[src/rtl/csr_unit.sv]
// Machine-mode CSR file for the single-cycle RV32I core.
// Holds mstatus/mie/mtvec/mscratch/mepc/mcause/mtval, the 64-bit
// mcycle/minstret counters, trap entry and mret restore.
// Optional build macro: CSR_USER_COUNTERS_EN adds the read-only user
// counter shadows (cycle/instret and their high halves).
module csr_unit #(
    parameter logic [31:0] HART_ID     = 32'd0,
    parameter logic [31:0] MTVEC_RESET = 32'h0000_0000,
    parameter logic [31:0] MISA_VALUE  = 32'h4000_0100
) (
    input  logic        clk,
    input  logic        rst_n,
    input  logic [11:0] csr_addr,
    input  logic        csr_write_enable,
    input  logic [1:0]  csr_op,
    input  logic [2:0]  csr_funct3,
    input  logic [4:0]  csr_imm,
    input  logic [31:0] rs1_data,
    input  logic        instr_retire,
    input  logic        trap_valid,
    input  logic [31:0] trap_cause,
    input  logic [31:0] trap_pc,
    input  logic [31:0] trap_val,
    input  logic        mret,
    output logic [31:0] csr_rdata,
    output logic        illegal_csr,
    output logic [31:0] trap_vector,
    output logic [31:0] epc_out,
    output logic        mie_global
);

    localparam logic [11:0] ADDR_MSTATUS   = 12'h300;
    localparam logic [11:0] ADDR_MISA      = 12'h301;
    localparam logic [11:0] ADDR_MIE       = 12'h304;
    localparam logic [11:0] ADDR_MTVEC     = 12'h305;
    localparam logic [11:0] ADDR_MSCRATCH  = 12'h340;
    localparam logic [11:0] ADDR_MEPC      = 12'h341;
    localparam logic [11:0] ADDR_MCAUSE    = 12'h342;
    localparam logic [11:0] ADDR_MTVAL     = 12'h343;
    localparam logic [11:0] ADDR_MIP       = 12'h344;
    localparam logic [11:0] ADDR_MCYCLE    = 12'hB00;
    localparam logic [11:0] ADDR_MINSTRET  = 12'hB02;
    localparam logic [11:0] ADDR_MCYCLEH   = 12'hB80;
    localparam logic [11:0] ADDR_MINSTRETH = 12'hB82;
    localparam logic [11:0] ADDR_MVENDORID = 12'hF11;
    localparam logic [11:0] ADDR_MARCHID   = 12'hF12;
    localparam logic [11:0] ADDR_MIMPID    = 12'hF13;
    localparam logic [11:0] ADDR_MHARTID   = 12'hF14;
`ifdef CSR_USER_COUNTERS_EN
    localparam logic [11:0] ADDR_CYCLE     = 12'hC00;
    localparam logic [11:0] ADDR_INSTRET   = 12'hC02;
    localparam logic [11:0] ADDR_CYCLEH    = 12'hC80;
    localparam logic [11:0] ADDR_INSTRETH  = 12'hC82;
`endif

    typedef enum logic [1:0] {
        OP_WRITE = 2'd0,
        OP_SET   = 2'd1,
        OP_CLR   = 2'd2
    } csr_kind_e;

    logic        mstatus_mie_q,  mstatus_mie_d;
    logic        mstatus_mpie_q, mstatus_mpie_d;
    logic [2:0]  mie_en_q,       mie_en_d;      // MSIE, MTIE, MEIE
    logic [31:0] mtvec_q,        mtvec_d;
    logic [31:0] mscratch_q,     mscratch_d;
    logic [31:0] mepc_q,         mepc_d;
    logic [31:0] mcause_q,       mcause_d;
    logic [31:0] mtval_q,        mtval_d;
    logic [63:0] mcycle_q,       mcycle_d;
    logic [63:0] minstret_q,     minstret_d;

    csr_kind_e   kind;
    logic [31:0] operand;
    logic [31:0] old_val;
    logic [31:0] new_val;
    logic        mapped;
    logic        read_only;
    logic        do_write;
    logic        wr_en;

    // Decode the operation kind and select the source operand.
    always_comb begin
        kind    = OP_WRITE;
        operand = rs1_data;
        if (csr_op == 2'b11) begin
            operand = {27'd0, csr_imm};
            unique case (csr_funct3)
                3'b110:  kind = OP_SET;
                3'b111:  kind = OP_CLR;
                default: kind = OP_WRITE;
            endcase
        end else begin
            unique case (csr_op)
                2'b01:   kind = OP_SET;
                2'b10:   kind = OP_CLR;
                default: kind = OP_WRITE;
            endcase
        end
    end

    // Address decode: current value, whether mapped, whether read-only.
    always_comb begin
        mapped    = 1'b1;
        read_only = 1'b0;
        old_val   = 32'd0;
        unique case (csr_addr)
            ADDR_MSTATUS:   old_val = {19'd0, 2'b11, 3'd0, mstatus_mpie_q, 3'd0, mstatus_mie_q, 3'd0};
            ADDR_MISA:      begin read_only = 1'b1; old_val = MISA_VALUE; end
            ADDR_MIE:       old_val = {20'd0, mie_en_q[2], 3'd0, mie_en_q[1], 3'd0, mie_en_q[0], 3'd0};
            ADDR_MTVEC:     old_val = mtvec_q;
            ADDR_MSCRATCH:  old_val = mscratch_q;
            ADDR_MEPC:      old_val = mepc_q;
            ADDR_MCAUSE:    old_val = mcause_q;
            ADDR_MTVAL:     old_val = mtval_q;
            ADDR_MIP:       old_val = 32'd0;
            ADDR_MCYCLE:    old_val = mcycle_q[31:0];
            ADDR_MCYCLEH:   old_val = mcycle_q[63:32];
            ADDR_MINSTRET:  old_val = minstret_q[31:0];
            ADDR_MINSTRETH: old_val = minstret_q[63:32];
            ADDR_MVENDORID,
            ADDR_MARCHID,
            ADDR_MIMPID:    read_only = 1'b1;
            ADDR_MHARTID:   begin read_only = 1'b1; old_val = HART_ID; end
`ifdef CSR_USER_COUNTERS_EN
            ADDR_CYCLE:     begin read_only = 1'b1; old_val = mcycle_q[31:0]; end
            ADDR_CYCLEH:    begin read_only = 1'b1; old_val = mcycle_q[63:32]; end
            ADDR_INSTRET:   begin read_only = 1'b1; old_val = minstret_q[31:0]; end
            ADDR_INSTRETH:  begin read_only = 1'b1; old_val = minstret_q[63:32]; end
`endif
            default:        mapped = 1'b0;
        endcase
    end

    // Set/clear with a zero operand is a pure read: no write, no read-only fault.
    always_comb begin
        do_write    = csr_write_enable & ((kind == OP_WRITE) | (operand != 32'd0));
        illegal_csr = csr_write_enable & (~mapped | (read_only & do_write));
        csr_rdata   = (csr_write_enable & mapped & ~illegal_csr) ? old_val : 32'd0;
        wr_en       = do_write & ~illegal_csr & ~trap_valid;
        unique case (kind)
            OP_SET:  new_val = old_val | operand;
            OP_CLR:  new_val = old_val & ~operand;
            default: new_val = operand;
        endcase
    end

    // Next state: counters, CSR writes, then trap/mret which override mstatus.
    always_comb begin
        mstatus_mie_d  = mstatus_mie_q;
        mstatus_mpie_d = mstatus_mpie_q;
        mie_en_d       = mie_en_q;
        mtvec_d        = mtvec_q;
        mscratch_d     = mscratch_q;
        mepc_d         = mepc_q;
        mcause_d       = mcause_q;
        mtval_d        = mtval_q;
        mcycle_d       = mcycle_q + 64'd1;
        minstret_d     = minstret_q + {63'd0, instr_retire};

        if (wr_en) begin
            unique case (csr_addr)
                ADDR_MSTATUS: begin
                    if (!mret) begin
                        mstatus_mie_d  = new_val[3];
                        mstatus_mpie_d = new_val[7];
                    end
                end
                ADDR_MIE:       mie_en_d   = {new_val[11], new_val[7], new_val[3]};
                ADDR_MTVEC:     mtvec_d    = new_val & ~32'h3;
                ADDR_MSCRATCH:  mscratch_d = new_val;
                ADDR_MEPC:      mepc_d     = new_val & ~32'h3;
                ADDR_MCAUSE:    mcause_d   = new_val;
                ADDR_MTVAL:     mtval_d    = new_val;
                ADDR_MCYCLE:    mcycle_d   = {mcycle_q[63:32], new_val};
                ADDR_MCYCLEH:   mcycle_d   = {new_val, mcycle_q[31:0]};
                ADDR_MINSTRET:  minstret_d = {minstret_q[63:32], new_val};
                ADDR_MINSTRETH: minstret_d = {new_val, minstret_q[31:0]};
                default: ;
            endcase
        end

        if (trap_valid) begin
            mepc_d         = trap_pc & ~32'h3;
            mcause_d       = trap_cause;
            mtval_d        = trap_val;
            mstatus_mpie_d = mstatus_mie_q;
            mstatus_mie_d  = 1'b0;
        end else if (mret) begin
            mstatus_mie_d  = mstatus_mpie_q;
            mstatus_mpie_d = 1'b1;
        end
    end

    // State registers with asynchronous reset.
    always_ff @(posedge clk or negedge rst_n) begin
        if (!rst_n) begin
            mstatus_mie_q  <= 1'b0;
            mstatus_mpie_q <= 1'b0;
            mie_en_q       <= 3'd0;
            mtvec_q        <= MTVEC_RESET & ~32'h3;
            mscratch_q     <= 32'd0;
            mepc_q         <= 32'd0;
            mcause_q       <= 32'd0;
            mtval_q        <= 32'd0;
            mcycle_q       <= 64'd0;
            minstret_q     <= 64'd0;
        end else begin
            mstatus_mie_q  <= mstatus_mie_d;
            mstatus_mpie_q <= mstatus_mpie_d;
            mie_en_q       <= mie_en_d;
            mtvec_q        <= mtvec_d;
            mscratch_q     <= mscratch_d;
            mepc_q         <= mepc_d;
            mcause_q       <= mcause_d;
            mtval_q        <= mtval_d;
            mcycle_q       <= mcycle_d;
            minstret_q     <= minstret_d;
        end
    end

    assign trap_vector = mtvec_q;
    assign epc_out     = mepc_q;
    assign mie_global  = mstatus_mie_q;

endmodule

[config.mk]
export PLATFORM = sky130hd
export DESIGN_NAME = csr_unit
export DESIGN_NICKNAME = d
export VERILOG_FILES = /design/src/rtl/csr_unit.sv
export SDC_FILE = /design/constraint.sdc
export NUM_CORES = 1
export LEC_CHECK = 0
export ABC_AREA = 1
export BUFFER_PORTS_ARGS = -buffer_cell sky130_fd_sc_hd__buf_2
export CAP_MARGIN = 0
export CORE_UTILIZATION = 39
export CTS_CLUSTER_SIZE = 40
export DETAILED_ROUTE_END_ITERATION = 12
export GPL_ROUTABILITY_DRIVEN = 0
export HOLD_SLACK_MARGIN = 0.12
export PLACE_DENSITY = 0.55
export SLEW_MARGIN = 20
export SYNTH_ARGS = -nofsm -noshare
export SYNTH_HDL_FRONTEND = slang
export SYNTH_SLANG_ARGS = --single-unit
export TNS_END_PERCENT = 1
[constraint.sdc]
create_clock -name clk -period 3.9 [get_ports clk]
set_clock_uncertainty 0.05 [all_clocks]
set_input_delay 0.195 -clock clk [delete_from_list [all_inputs] [get_ports clk]]
set_output_delay 0.195 -clock clk [all_outputs]
set_load 0.05 [all_outputs]
==> results of run 1 <==
## metrics by stage
step / worst slack [ns] / area [um^2] / hold WS (ns)
6_report: 0.211 / 26900 / 0.149
5_1_grt: 0.150 / 26900 / 0.210
2_1_floorplan: 1.23 / 22400 / -0.151
4_1_cts: 0.420 / 26900 / 0.120
3_3_place_gp: 0.475 / 24600 / 0.253
3_5_place_dp: 0.426 / 24600 / 0.247
## final cells by class
class | instances | share of cell area (%)
Clock inverter | 19 | 0.943
Multi-Input combinational cell | 2945 | 49.7
Timing Repair Buffer | 422 | 11.1
Tap cell | 756 | 3.51
Inverter | 279 | 3.89
Sequential cell | 289 | 26.9
Clock buffer | 49 | 4.02
## registers in the layout, indices dropped and copies added (netlist names)
signal          flops
epc_out            30
mcause_q           32
mcycle_q           64
mie_en_q            3
mie_global          1
minstret_q         64
mscratch_q         32
mstatus_mpie_q      1
mtval_q            32
trap_vector        30
## what timing repair did
item	4_1_cts	5_1_grt
hold buffers	100	0
setup endpoints to repair	0	0
endpoints found under the hold margin	190	0
resized for setup	0	0
## final timing paths
check	cells past startpoint	from	end
min reg2reg	2	mscratch_q[10]	mscratch_q[10]
max	14	csr_op[0]	csr_rdata[12]
min in group asynchronous	2	rst_n	epc_out[2]
max reg2reg	15	mcycle_q[0]	mcycle_q[44]
max in group asynchronous	3	rst_n	minstret_q[48]
min	7	rs1_data[24]	mcycle_q[24]
## cells by family after synthesis
family / synth area share, %
xor gates and xnor gates: 4.61
adders and majority gates: 0.335
DFF: 32.3
buffers and inverters: 8.29
and+or+nand+nor: 48.0
AOI/OAI and AO/OA: 6.46
other: 0.0167
## critical path: stages
cell and delay, ns:
sky130_fd_sc_hd__buf_2 0.15, sky130_fd_sc_hd__nand2_2 0.39, sky130_fd_sc_hd__nand2_1 0.28, sky130_fd_sc_hd__nand4_1 0.26, sky130_fd_sc_hd__nor2_1 0.22, sky130_fd_sc_hd__nand2_1 0.17, sky130_fd_sc_hd__nor2_2 0.21, sky130_fd_sc_hd__nor2_4 0.07
sky130_fd_sc_hd__nand2_1 0.06, sky130_fd_sc_hd__nand2_1 0.05, sky130_fd_sc_hd__inv_1 0.06, sky130_fd_sc_hd__nand2_1 0.42, sky130_fd_sc_hd__a41oi_1 0.54, sky130_fd_sc_hd__buf_2 0.34
## layer usage
metal / up-vias / GRT usage [%] / share of wire [%]
met5: - / 0 / 0.025
met4: 4 / 22.4 / 6.9
met3: 294 / 7.30 / 9.8
met2: 1502 / 56.6 / 43
met1: 12700 / 48.5 / 40
li1: 12400 / - / -
## power by group
group	switching (W)	internal (W)	total [W]
Combinational	0.00104	0.000459	0.00150
Sequential	0.000208	0.00317	0.00338
Clock	0.00152	0.00230	0.00382
Total	0.00277	0.00593	0.00870
## Yosys cell counts (2+ instances only)
library cell / count / area share (%)
sky130_fd_sc_hd__buf_1: 16 / 0.27
sky130_fd_sc_hd__a21oi_1: 7 / 0.16
sky130_fd_sc_hd__nand3_1: 512 / 11
sky130_fd_sc_hd__o211ai_1: 11 / 0.37
sky130_fd_sc_hd__o21ai_0: 185 / 4.1
sky130_fd_sc_hd__nand3b_1: 2 / 0.067
sky130_fd_sc_hd__a211oi_1: 3 / 0.10
sky130_fd_sc_hd__inv_2: 6 / 0.10
sky130_fd_sc_hd__a31oi_1: 3 / 0.084
sky130_fd_sc_hd__nand4_1: 77 / 2.1
sky130_fd_sc_hd__nor2_2: 9 / 0.25
sky130_fd_sc_hd__or2_2: 2 / 0.056
sky130_fd_sc_hd__nand3_2: 3 / 0.13
sky130_fd_sc_hd__xor2_1: 107 / 4.2
sky130_fd_sc_hd__nor2_4: 9 / 0.45
sky130_fd_sc_hd__buf_2: 61 / 1.4
sky130_fd_sc_hd__nor3b_1: 3 / 0.10
sky130_fd_sc_hd__ha_1: 6 / 0.33
sky130_fd_sc_hd__clkbuf_1: 78 / 1.3
sky130_fd_sc_hd__nor3_1: 103 / 2.3
sky130_fd_sc_hd__nand2_2: 9 / 0.25
sky130_fd_sc_hd__o22ai_1: 16 / 0.45
sky130_fd_sc_hd__inv_1: 272 / 4.6
sky130_fd_sc_hd__and3_1: 2 / 0.056
sky130_fd_sc_hd__nor4_1: 17 / 0.47
sky130_fd_sc_hd__buf_6: 3 / 0.15
sky130_fd_sc_hd__nor2_1: 442 / 7.4
sky130_fd_sc_hd__a41oi_1: 3 / 0.12
sky130_fd_sc_hd__o21ai_1: 41 / 0.92
sky130_fd_sc_hd__buf_4: 16 / 0.54
sky130_fd_sc_hd__dfrtp_1: 289 / 32
sky130_fd_sc_hd__nand2_1: 1350 / 23
sky130_fd_sc_hd__xnor2_1: 11 / 0.43
==> impl_results.rst, run 1 <==
.. list-table::
   :header-rows: 1

   * - Metric
     - Value
   * - Outcome
     - complete, no violations
   * - Count of input and output buffers
     - 247
   * - MaxCap Viol Count
     - 0
   * - CTS tree
     - done
   * - Commonest non-fill, non-tap cells in the layout
     - 1349 x sky130_fd_sc_hd__nand2_1, 512 x sky130_fd_sc_hd__nand3_1, 436 x sky130_fd_sc_hd__nor2_1, 289 x sky130_fd_sc_hd__dfrtp_1, 272 x sky130_fd_sc_hd__inv_1
   * - TritonCTS buffer count
     - 37
   * - Global route overflow
     - 0
   * - Vias in the first global route
     - 25400
   * - Maximum root-to-sink buffer count
     - 3
   * - Die area
     - 58500 um^2
   * - Via-to-Cell Ratio
     - 5.67
   * - First-pass GRT wire length
     - 163000 um
   * - Total wirelength of the detailed-routed design
     - 110000 um
   * - Total vias in the final route
     - 27000
   * - Dpl hpwl
     - 85400 um
   * - Area overhead of the layout relative to synthesis
     - 20.1%
   * - Die Span X
     - 242 um
   * - Overall power consumption
     - 0.00870 W
   * - Number of register bits inferred by synthesis
     - 289
   * - Core area
     - 56600 um^2
   * - Worst-case vdd ir drop
     - 0.323 mV
   * - Root buffer cell
     - sky130_fd_sc_hd__clkbuf_16
   * - Post-Syn Area
     - 22400 um^2
   * - Leakage power total
     - 13.0 nW
   * - Clock transition at the registers of the reported paths
     - 0.06 ns
   * - Number of H-tree levels
     - 2
   * - Final routed wire length divided by cell count
     - 23.2 um
   * - Share of synthesized registers carrying an async set or reset
     - 100%
   * - Initial DRC Count
     - 3229
   * - Synthesis warning total
     - 0
   * - Setup slack of the worst register-to-register path
     - 0.60 ns
   * - Setup total negative slack
     - 0 ns
   * - Capturing element type of the critical path
     - output port
   * - Final net count
     - 4136
   * - Startpoint type of the worst setup path
     - input port
   * - Kind of critical path
     - in2out
   * - Seq/Total Area, Yosys
     - 32.3%
   * - Synthesized area per cell
     - 6.09 um^2
   * - Post-CTS setup buffer count
     - 0
   * - Worst max-slew margin expressed relative to the limit
     - 31.4%
   * - Synth Flop Type
     - sky130_fd_sc_hd__dfrtp_1
   * - DRT antenna net count
     - 0
   * - Maximum clock rate
     - 271 MHz
   * - Post-layout minimum cycle time
     - 3.69 ns
   * - Gate count after technology mapping
     - 3684
   * - Sequential cell area
     - 7230 um^2
   * - Count of final max-slew check failures
     - 0
   * - Final-layout fill cell count
     - 6202
   * - Final cycle utilization of the critical path
     - 94.6%
   * - Drc violations
     - 0
   * - Total setup violations reported at the end of the flow
     - 0
   * - Power Dens Cells
     - 323 nW/um^2
   * - Transition time at the pin with the least slew margin
     - 1.03 ns
   * - Top Ports
     - 254
   * - Class of the most critical hold timing path
     - in2reg
   * - Number of endpoints with negative hold slack in the final report
     - 0
   * - Fraction of final layout cells sized beyond drive strength 1
     - 11.0%
   * - Drt first pass iters
     - 7
   * - Filler-free cell count of the finished design
     - 4759
   * - ANT cells
     - 0
   * - Number of library cell types mapped by synthesis
     - 43
   * - Endpoint required time on the critical path
     - 3.65 ns
   * - Starting density of the core
     - 39.6%
   * - Total track usage
     - 37.1%
   * - Utilization after layout
     - 47.6%
   * - Arrival time of the worst setup path
     - 3.44 ns
   * - DIE HEIGHT
     - 242 um
   * - Area taken by multi-input logic gates
     - 13400 um^2
   * - Number of antenna violations at the first check in global routing
     - 2
   * - Most common library cell in the layout ignoring fill and taps
     - sky130_fd_sc_hd__nand2_1
   * - Largest fanout on the critical path
     - 26
   * - Row cnt
     - 87
   * - Maximum number of pins on one net before global-route repair
     - 163
   * - Placed cells
     - 4591
   * - Setup repair after global routing missed its margin
     - false
   * - Number of synthesized flops with an enable pin
     - 0
   * - Clock Sinks
     - 289
   * - Insertion delay to the later sink of the worst-skew pair
     - 0.57 ns
No activity file was read; power rests on OpenSTA's default activity.
==> inputs of run 2 (changes only) <==
- CELL_PAD_IN_SITES_DETAIL_PLACEMENT: default -> 1
- CELL_PAD_IN_SITES_GLOBAL_PLACEMENT: default -> 1
- PLACE_DENSITY: 0.55 -> 0.75
==> impl_results.rst, run 2 (synthesis gave the netlist of run 1 again) <==
.. list-table::
   :header-rows: 1

   * - Metric
     - Value
   * - Utilization after layout
     - 47.7%
   * - Biggest registers after layout
     - mcycle_q x64, minstret_q x64
   * - Row cnt
     - 87
   * - Root buffer cell
     - sky130_fd_sc_hd__clkbuf_16
   * - Vias in the first global route
     - 28400
   * - Number of endpoints with negative hold slack in the final report
     - 0
   * - Endpoint required time on the critical path
     - 3.65 ns
   * - Maximum root-to-sink buffer count
     - 3
   * - Overall power consumption
     - 0.00874 W
   * - Worst max-slew margin expressed relative to the limit
     - 34.9%
   * - CTS tree
     - done
   * - Capturing element type of the critical path
     - output port
   * - Area overhead of the layout relative to synthesis
     - 20.4%
   * - Worst-case vdd ir drop
     - 0.402 mV
   * - Sequential cell area
     - 7230 um^2
   * - Maximum number of pins on one net before global-route repair
     - 113
   * - Startpoint type of the worst setup path
     - input port
   * - Die Span X
     - 242 um
   * - Drc violations
     - 0
   * - Global route overflow
     - 0
   * - DRT antenna net count
     - 0
   * - Number of H-tree levels
     - 2
   * - Count of final max-slew check failures
     - 0
   * - Count of input and output buffers
     - 247
   * - Number of antenna violations at the first check in global routing
     - 6
   * - Top Ports
     - 254
   * - Commonest non-fill, non-tap cells in the layout
     - 1349 x sky130_fd_sc_hd__nand2_1, 512 x sky130_fd_sc_hd__nand3_1, 436 x sky130_fd_sc_hd__nor2_1, 289 x sky130_fd_sc_hd__dfrtp_1, 272 x sky130_fd_sc_hd__inv_1
   * - Final cycle utilization of the critical path
     - 99.5%
   * - Final-layout fill cell count
     - 7737
   * - Largest fanout on the critical path
     - 15
   * - Total wirelength of the detailed-routed design
     - 121000 um
   * - Setup WS pre-CTS
     - 0.435 ns
   * - Arrival time of the worst setup path
     - 3.64 ns
   * - Fraction of final layout cells sized beyond drive strength 1
     - 10.6%
   * - Most common library cell in the layout ignoring fill and taps
     - sky130_fd_sc_hd__nand2_1
   * - DIE HEIGHT
     - 242 um
   * - Core area
     - 56600 um^2
   * - Insertion delay to the later sink of the worst-skew pair
     - 0.59 ns
   * - Outcome
     - complete, no violations
   * - Post-CTS setup buffer count
     - 0
   * - MaxCap Viol Count
     - 0
   * - Kind of critical path
     - in2out
   * - Setup total negative slack
     - 0 ns
   * - Starting density of the core
     - 39.6%
   * - Class of the most critical hold timing path
     - in2reg
   * - Drt first pass iters
     - 5
   * - Final routed wire length divided by cell count
     - 25.2 um
   * - Maximum clock rate
     - 258 MHz
   * - Leakage power total
     - 13.0 nW
   * - Total track usage
     - 40.6%
   * - Final net count
     - 4150
   * - Setup repair after global routing missed its margin
     - false
   * - Total setup violations reported at the end of the flow
     - 0
   * - Slack of the critical path
     - 0.0176 ns
   * - Transition time at the pin with the least slew margin
     - 0.976 ns
   * - First-pass GRT wire length
     - 179000 um
   * - Initial DRC Count
     - 3032
   * - TritonCTS buffer count
     - 39
   * - Die area
     - 58500 um^2
   * - Total vias in the final route
     - 28300
   * - Via-to-Cell Ratio
     - 5.93
   * - Area taken by multi-input logic gates
     - 13400 um^2
   * - Power Dens Cells
     - 324 nW/um^2
   * - Clock transition at the registers of the reported paths
     - 0.06 ns
   * - Dpl hpwl
     - 88600 um
   * - Clock Sinks
     - 289
   * - Worst hold slack
     - 0.159 ns
   * - Post-layout minimum cycle time
     - 3.88 ns
[run 2: per-layer routing]
metal	share of wire (%)	routed length [um]	GRT usage, %
met1	39	46700	51.6
met2	45	54000	63.4
met3	8.8	10600	6.57
met4	7.6	9210	27.5
met5	0	0	0
[run 2: critical path, stage by stage]
cell                            delay, ns
sky130_fd_sc_hd__dlygate4sd3_1       0.54
sky130_fd_sc_hd__buf_2               0.14
sky130_fd_sc_hd__o21ai_1             0.55
sky130_fd_sc_hd__nand3_1             0.14
sky130_fd_sc_hd__nor2_1              0.16
sky130_fd_sc_hd__nand3_1             0.10
sky130_fd_sc_hd__nor2_2              0.17
sky130_fd_sc_hd__nor2_4              0.07
sky130_fd_sc_hd__nand2_1             0.06
sky130_fd_sc_hd__nand2_1             0.06
sky130_fd_sc_hd__inv_1               0.08
sky130_fd_sc_hd__nand2_1             0.34
sky130_fd_sc_hd__buf_4               0.35
sky130_fd_sc_hd__a31oi_1             0.46
sky130_fd_sc_hd__buf_12              0.21
[run 2: layout make-up]
class	instances	share of cell area [%]
timing repair buffer	434	11.4
inverter	279	3.88
multi-input combinational	2945	49.6
clock buffer	57	4.17
tap	756	3.50
antenna	7	0.0649
clock inverter	12	0.589
sequential	289	26.8
[run 2: power by group]
part           switching [W]  total (W)  internal, W
clock                0.00156    0.00376      0.00221
sequential          0.000229    0.00340      0.00317
combinational        0.00110    0.00158     0.000479
total                0.00288    0.00874      0.00586
[run 2: timing repair]
item / 4_1_cts / 5_1_grt
hold buffers: 121 / 0
setup endpoints to repair: 0 / 16
resized for setup: 0 / 1
hold endpoints to repair: 189 / 0
[run 2: through the flow]
step           instances  instance area (um^2)
5_1_grt             4778                 27000
3_3_place_gp        4582                 24500
2_1_floorplan       3687                 22400
6_report            4779                 27000
3_5_place_dp        4582                 24500
4_1_cts             4772                 27000
[run 2: final timing paths]
| check | to | slack [ns] | startpoint | cells past startpoint |
|---|---|---|---|---|
| worst max-delay path | csr_rdata[22] | 0.02 | rs1_data[18] | 15 |
| worst min-delay path | mcause_q[13] | 0.16 | trap_valid | 4 |
| worst max register to register | minstret_q[52] | 0.77 | minstret_q[0] | 16 |
| worst min register to register | mscratch_q[31] | 0.44 | mscratch_q[31] | 2 |
| max in group asynchronous | mscratch_q[27] | 2.58 | rst_n | 3 |
| min in group asynchronous | epc_out[7] | 0.17 | rst_n | 2 |
